**src/rtl/alu_share_ctrl.sv**
```systemverilog
// Shares one combinational ALU between two held requesters; done pulses 2 cycles after sampling, 3 cycles/op, requests wait while busy.
// Define ALU_SHARE_FIXED_PRIO_EN for fixed req0 priority instead of round-robin arbitration.
module alu_share_ctrl #(
    parameter int WIDTH = 32
) (
    input  logic             clk,
    input  logic             reset_n,
    input  logic             req0,
    input  logic             req1,
    input  logic [2:0]       op0,
    input  logic [2:0]       op1,
    input  logic [WIDTH-1:0] a0,
    input  logic [WIDTH-1:0] b0,
    input  logic [WIDTH-1:0] a1,
    input  logic [WIDTH-1:0] b1,
    output logic             done0,
    output logic             done1,
    output logic [WIDTH-1:0] result,
    output logic             zero,
    output logic             err,
    output logic             busy,
    output logic [WIDTH-1:0] alu_a,
    output logic [WIDTH-1:0] alu_b,
    output logic [2:0]       alu_gout,
    input  logic [WIDTH-1:0] alu_result,
    input  logic             alu_zero
);

    localparam logic [1:0] S_IDLE = 2'b00;
    localparam logic [1:0] S_EXEC = 2'b01;
    localparam logic [1:0] S_DONE = 2'b10;
    localparam logic [2:0] OP_ADD = 3'b010;

    logic [1:0]       state;
    logic             gnt;
    logic             win;
    logic             any_req;
    logic [2:0]       sel_op;
    logic [WIDTH-1:0] sel_a;
    logic [WIDTH-1:0] sel_b;
    logic             illegal;
    logic             drive;

    assign any_req = req0 | req1;

`ifdef ALU_SHARE_FIXED_PRIO_EN
    assign win = ~req0;
`else
    logic rr;

    always_comb begin
        win = req1;
        if (req0 && req1) begin
            win = rr;
        end
    end

    // Pointer flips to the loser so a held competitor is served next.
    always_ff @(posedge clk or negedge reset_n) begin
        if (!reset_n) begin
            rr <= 1'b0;
        end else if (state == S_IDLE && any_req) begin
            rr <= ~win;
        end
    end
`endif

    assign sel_op  = gnt ? op1 : op0;
    assign sel_a   = gnt ? a1 : a0;
    assign sel_b   = gnt ? b1 : b0;
    assign illegal = (sel_op[2:1] == 2'b10);
    assign drive   = (state == S_EXEC) && !illegal;

    assign alu_gout = drive ? sel_op : OP_ADD;
    assign alu_a    = drive ? sel_a : '0;
    assign alu_b    = drive ? sel_b : '0;

    assign done0 = (state == S_DONE) && !gnt;
    assign done1 = (state == S_DONE) && gnt;
    assign busy  = (state != S_IDLE);

    always_ff @(posedge clk or negedge reset_n) begin
        if (!reset_n) begin
            state  <= S_IDLE;
            gnt    <= 1'b0;
            result <= '0;
            zero   <= 1'b0;
            err    <= 1'b0;
        end else begin
            case (state)
                S_IDLE: begin
                    if (any_req) begin
                        gnt   <= win;
                        err   <= 1'b0;
                        state <= S_EXEC;
                    end
                end
                S_EXEC: begin
                    result <= illegal ? '0 : alu_result;
                    zero   <= illegal ? 1'b0 : alu_zero;
                    err    <= illegal;
                    state  <= S_DONE;
                end
                S_DONE: begin
                    state <= S_IDLE;
                end
                default: begin
                    state <= S_IDLE;
                end
            endcase
        end
    end

endmodule
```
**config.mk**
```make
export PLATFORM = sky130hd
export DESIGN_NAME = alu_share_ctrl
export DESIGN_NICKNAME = d
export VERILOG_FILES = /design/src/rtl/alu_share_ctrl.sv
export SDC_FILE = /design/constraint.sdc
export NUM_CORES = 1
export LEC_CHECK = 0
export ABC_AREA = 1
export CAP_MARGIN = 20
export CORE_AREA = 4 4 103 105
export DETAILED_ROUTE_END_ITERATION = 10
export DIE_AREA = 0 0 107 109
export PLACE_DENSITY_LB_ADDON = 0.2
export SETUP_SLACK_MARGIN = 0.1
export SKIP_LAST_GASP = 1
export SLEW_MARGIN = 20
export SYNTH_ARGS = -nofsm -noshare
export SYNTH_HDL_FRONTEND = slang
export SYNTH_SLANG_ARGS = --single-unit
```
**constraint.sdc**
```tcl
create_clock -name clk -period 1.7 [get_ports clk]
set_input_delay 0.34 -clock clk [delete_from_list [all_inputs] [get_ports clk]]
set_output_delay 0.34 -clock clk [all_outputs]
set_load 0.02 [all_outputs]
```
* Word-level counts from Yosys, hierarchy flattened
Index checks and enable logic that the tools add are counted.
** Cells by class
- Bitwise gates (word level) :: 2
- Add/subtract/negate cells :: 0
- Div/mod/pow operators :: 0
- Eq/ne operators :: 4
- Shift operators :: 0
- Multiply operators :: 0
- Mux-type cells :: 13
- $lt $le $gt $ge :: 0
- Reductions and logical operators :: 12
** Operator list (count)
- $mux 32 :: 5
- $mux 3 :: 2
- $logic_and 1x1->1 :: 5
- $eq 2x2->1 const B :: 2
- $pmux 2 s2 :: 1
- $reduce_and 2->1 :: 2
- $reduce_bool 2->1 :: 2
- $mux 1 :: 3
- $eq 2x1->1 const B :: 1
- $logic_not 1->1 :: 2
- $logic_not 2->1 :: 1
- $mux 2 :: 1
- $ne 2x2->1 const B :: 1
- $pmux 1 s2 :: 1
- $not 1->1 :: 1
- $or 1x1->1 :: 1
** Word-level totals
- Memories :: 0
- ROM bits :: 0
- RAM bits :: 0
- Flip-flop bits (word level) :: 38
- Output and inout port bits :: 104
- Input port bits :: 171
- Latch bits :: 0
- Word-level logic and storage cells :: 37

* Logic depth before layout (Yosys ltp)
- Depth in word-level cells :: 5
- Gate-level depth with buffers :: 9
- Depth with buffers taken out :: 6

* Least setup slack after synthesis
No wires, ideal clock.
- Path kind :: flip-flop to output port
- Start :: register gnt
- End :: output port alu_a[29]
- Path slack :: -0.005 ns
- Buffers on the path :: 3
- Required time :: 1.360 ns
- Stages on the path, launching flop included :: 9
- Data arrival time :: 1.365 ns
- Cells stage by stage :: dfrtp_1 buf_4 nand2_1 nand2_1 nand2_4 nand2_2 buf_6 buf_6 nor2_1
** Between the ends
- Cells in the longest elaborated chain, start to end :: 5
- Elaborated cells on any way between the ends :: 6
- Classes of those cells :: eq/ne (1); mux (3); reduce/logical (2)
** Ends and longest elaborated chain
- start: declaration :: RTL line 35 : logic gnt;
- start signal: assignment :: RTL line 93 : gnt <= win;
- $mux 3 :: RTL line 68 : assign sel_op = gnt ? op1 : op0;
- $eq 2x2->1 :: RTL line 71 : assign illegal = (sel_op[2:1] == 2'b10);
- $logic_not 1->1 :: RTL line 72 : assign drive = (state == S_EXEC) && !illegal;
- $logic_and 1x1->1 :: RTL line 72
- $mux 32 (*) :: RTL line 75 : assign alu_a = drive ? sel_a : '0;
- end: declaration :: RTL line 22 : output logic [WIDTH-1:0] alu_a,
Every way passes the cells marked *; elsewhere a longest branch is shown, timed or not.

* Final worst setup path
- Start :: register gnt
- End :: output port alu_a[16]
The elaborated chain is that of the path after synthesis.

==> metrics.md <==
| Metric | Value |
|---|---|
| Status | `finished with violations` |
| Failing checks | `setup timing` |
| Io pins | `between 200 and 300` |
| Vias in the first global route | `3,912` |
| Global-route wire length before repair | `21.51 mm` |
| CP required | `1360 ps` |
| Root buf cell | `clkbuf_8` |
| Setup violations, final | `67` |
| Yosys top cell by area | `dfrtp_1` |
| Internal power | `between 5 and 6 mW` |
| Core area | `9639 um2` |
| P&R area growth vs syn | `147.2%` |
| CTS tree | `yes` |
| ANT nets after route | `0` |
| Via count | `just under 4k` |
| Yosys warning count | `0` |
| Clk_lat worst skew | `280 ps` |
| Critical Path AT | `roughly 1800 ps` |
| Sw Pwr | `4.917 mW` |
| HPWL after DPL | `10.85 mm` |
| Fmax | `about 470 MHz` |
| DR WL/cell | `18.02 um` |
| Drt pass-1 iters | `4` |
| Largest net degree at the start of global routing | `39` |
| Inserted Clock Buffers | `5` |
| Combinational fraction of design power | `0.777` |
| Post-synth net total | `approximately 570` |
| Peak VDD IR | `slightly below 0.001 V` |
| Diode count | `0` |
| Top-area cell type share of the netlist area | `0.3510` |
| Gr ovfl total | `0` |
| CP Capture Type | `primary output` |
| Synth cell count leaders | `nand2_1, a21boi_0, nor2_1, dfrtp_1, nand3_1` |
| Startpoint Class | `flip-flop` |
| Post-Route WL | `approximately 15 mm` |
| Register bit total from synthesis | `38` |
| Synth top area cells | `dfrtp_1, nand2_1, a21boi_0` |
| Die width | `~110 um` |
| Layout cells sized above 1 | `0.2991` |
| Initial antenna violation count | `0` |
| EDFF count, synth | `0` |
| Netlist cell types | `17` |
| PwrDens | `approximately 1600 nW/um2` |
| Hold Violations, Final | `0` |
| Die height | `around 110 um` |
| Port buffer count | `between 200 and 300` |
| Worst-Margin Slew | `about 480 ps` |
| H-tree lvl count | `2` |
| Synth Flop Type | `dfrtp_1` |
| WHS | `between 80 and 90 ps` |
| Setup WS pre-CTS | `-796.9 ps` |
| Clock slew at reported path FFs | `80 ps` |
| Post-Syn Area | `about 2700 um2` |
| Synth Instances | `slightly below 400` |
| Via density | `roughly 4.7` |
| Routability Congestion | `between 0.8 and 0.9` |
| Minimum clock period | `about 2100 ps` |
| Max Clock Skew | `11.97 ps` |
| CTS sink count | `38` |
| Top-count cell post-synth | `nand2_1` |
| Setup TNS | `-22,150 ps` |
| Inst Count DP | `798` |
| RSZ-0062 raised after global routing | `true` |
| Flop pwr share | `0.149` |
| Switching Share | `0.4677` |
| Sequential share of the synthesized area | `0.3510` |
| Crit Path Max Fanout | `8` |
| Crit path kind | `flip-flop to primary output` |
| Max-Cap Viols | `0` |
| Final net count | `863` |
| Max Buffers Root-to-Sink | `2` |
| Initial Util | `0.2810` |
| Ys async rst share | `1.000` |
| Max-slew headroom | `0.6794` |
| Row cnt | `36` |
| Hold WC Path Type | `primary input to asynchronous set/reset pin` |
| Period Utilization, post-route | `1.240` |
| Fin cells | `~830` |
| Syn_area_per_cell | `a little under 7 um2` |
| Worst Setup Slack, final | `-408.6 ps` |
| Static leakage | `~3.1 nW` |
| Starting DRT DRC Count | `about 190` |
| Total GRT Usage | `0.2343` |
| Clock power frac | `0.073` |
| Drt drc | `0` |
| Max-slew violation count | `0` |
| Die area | `approximately 12,000 um2` |
| Total Power | `around 11 mW` |
worst max-delay path: stages, from the launching register on:
cell and delay, ps:
dfrtp_2 470, nand2_1 150, nand2_4 80, nand2_4 130, nand2_8 100, bufbuf_16 290
nor2_1 110, buf_4 160
cells by family (layout without fill, tap and decap cells):
family / after synthesis / count (layout) / synth area share
AND/OR/NAND/NOR: 248 / 249 / 0.3732
flip-flops: 38 / 38 / 0.3510
AO/OA/AOI/OAI: 70 / 70 / 0.1903
buffers and inverters: 41 / 335 / 0.08545
layout by cell type, fill, tap and decap left out:
| cell type | instances |
|---|---|
| bufinv_16 | 1 |
| buf_4 | 40 |
| buf_16 | 8 |
| dfrtp_2 | 1 |
| clkbuf_8 | 6 |
| nand2_4 | 2 |
| a21boi_1 | 23 |
| buf_6 | 53 |
| inv_2 | 2 |
| inv_4 | 1 |
| nor2_1 | 10 |
| nor3_2 | 2 |
| nand2_8 | 2 |
| nand2_2 | 3 |
| nor2_4 | 50 |
| buf_8 | 1 |
| buf_2 | 2 |
| a21boi_0 | 33 |
| clkdlybuf4s50_1 | 167 |
| bufbuf_16 | 1 |
| buf_12 | 11 |
| dlymetal6s2s_1 | 10 |
| a21boi_2 | 10 |
| nand3_1 | 34 |
| dfrtp_1 | 37 |
| o21ai_0 | 4 |
| inv_1 | 6 |
| dlygate4sd2_1 | 26 |
| nand3_2 | 2 |
| nand2_1 | 135 |
| nor2_2 | 9 |
state kept, by name (all words and copies together) (netlist names):
name    count
gnt         1
rr          1
result     32
zero        1
err         1
state       2
area by class of cell:
| class | instances | area (um2) |
|---|---|---|
| well taps | 133 | 166.4 |
| inverters | 9 | 36.28 |
| fillers | 786 | 2944 |
| repair buffers | 319 | 3420 |
| clock inverters | 1 | 30.03 |
| clock buffers | 6 | 82.58 |
| multi-input cells | 319 | 2008 |
| flip-flops and latches | 38 | 952.2 |
final timing paths:
kind / depth (start not counted) / slack [ps] / to / from
setup / recovery: 7 / -410 / alu_a[16] / gnt
hold / removal: 2 / 90 / result[16] / reset_n
setup reg to reg: 7 / 80 / result[10] / state[1]
hold reg to reg: 2 / 470 / result[23] / result[23]
max in group asynchronous: 2 / 1230 / gnt / reset_n
min in group clk: 2 / 470 / result[23] / result[23]
through the flow:
| stage | utilization | cell area [um2] |
|---|---|---|
| 3_3_place_gp | 0.6211 | 5987 |
| 2_1_floorplan | - | 2990 |
| 6_report | 0.6946 | 6695 |
| 5_1_grt | 0.6946 | 6695 |
| 4_1_cts | 0.6646 | 6406 |
| 3_5_place_dp | 0.6211 | 5987 |
repair_timing:
action,CTS,global route
hold buffers,0,0
setup buffers,10,3
endpoints found under the setup margin,126,113
gates cloned,8,0
resized for setup,450,87
pin swaps,7,4
power by group through the flow:
stage	Sequential [mW]	Combinational, mW	Clock [mW]
2_1_floorplan	1.98	3.35	0
3_3_place_gp	1.57	6.72	0
3_5_place_dp	1.57	6.82	0
4_1_cts	1.57	7.73	0.786
5_1_grt	1.62	8.68	0.828
6_report	1.57	8.17	0.773
routing by layer:
| layer | GRT usage | up-vias | wire length [um] |
|---|---|---|---|
| met1 | 0.2616 | 1821 | 5439 |
| met5 | 0 | - | 0 |
| met2 | 0.4263 | 179 | 7612 |
| met4 | 0.06849 | 0 | 410 |
| met3 | 0.07638 | 26 | 1402 |
| li1 | - | 1860 | - |
No activity file was read; power rests on OpenSTA's default activity.
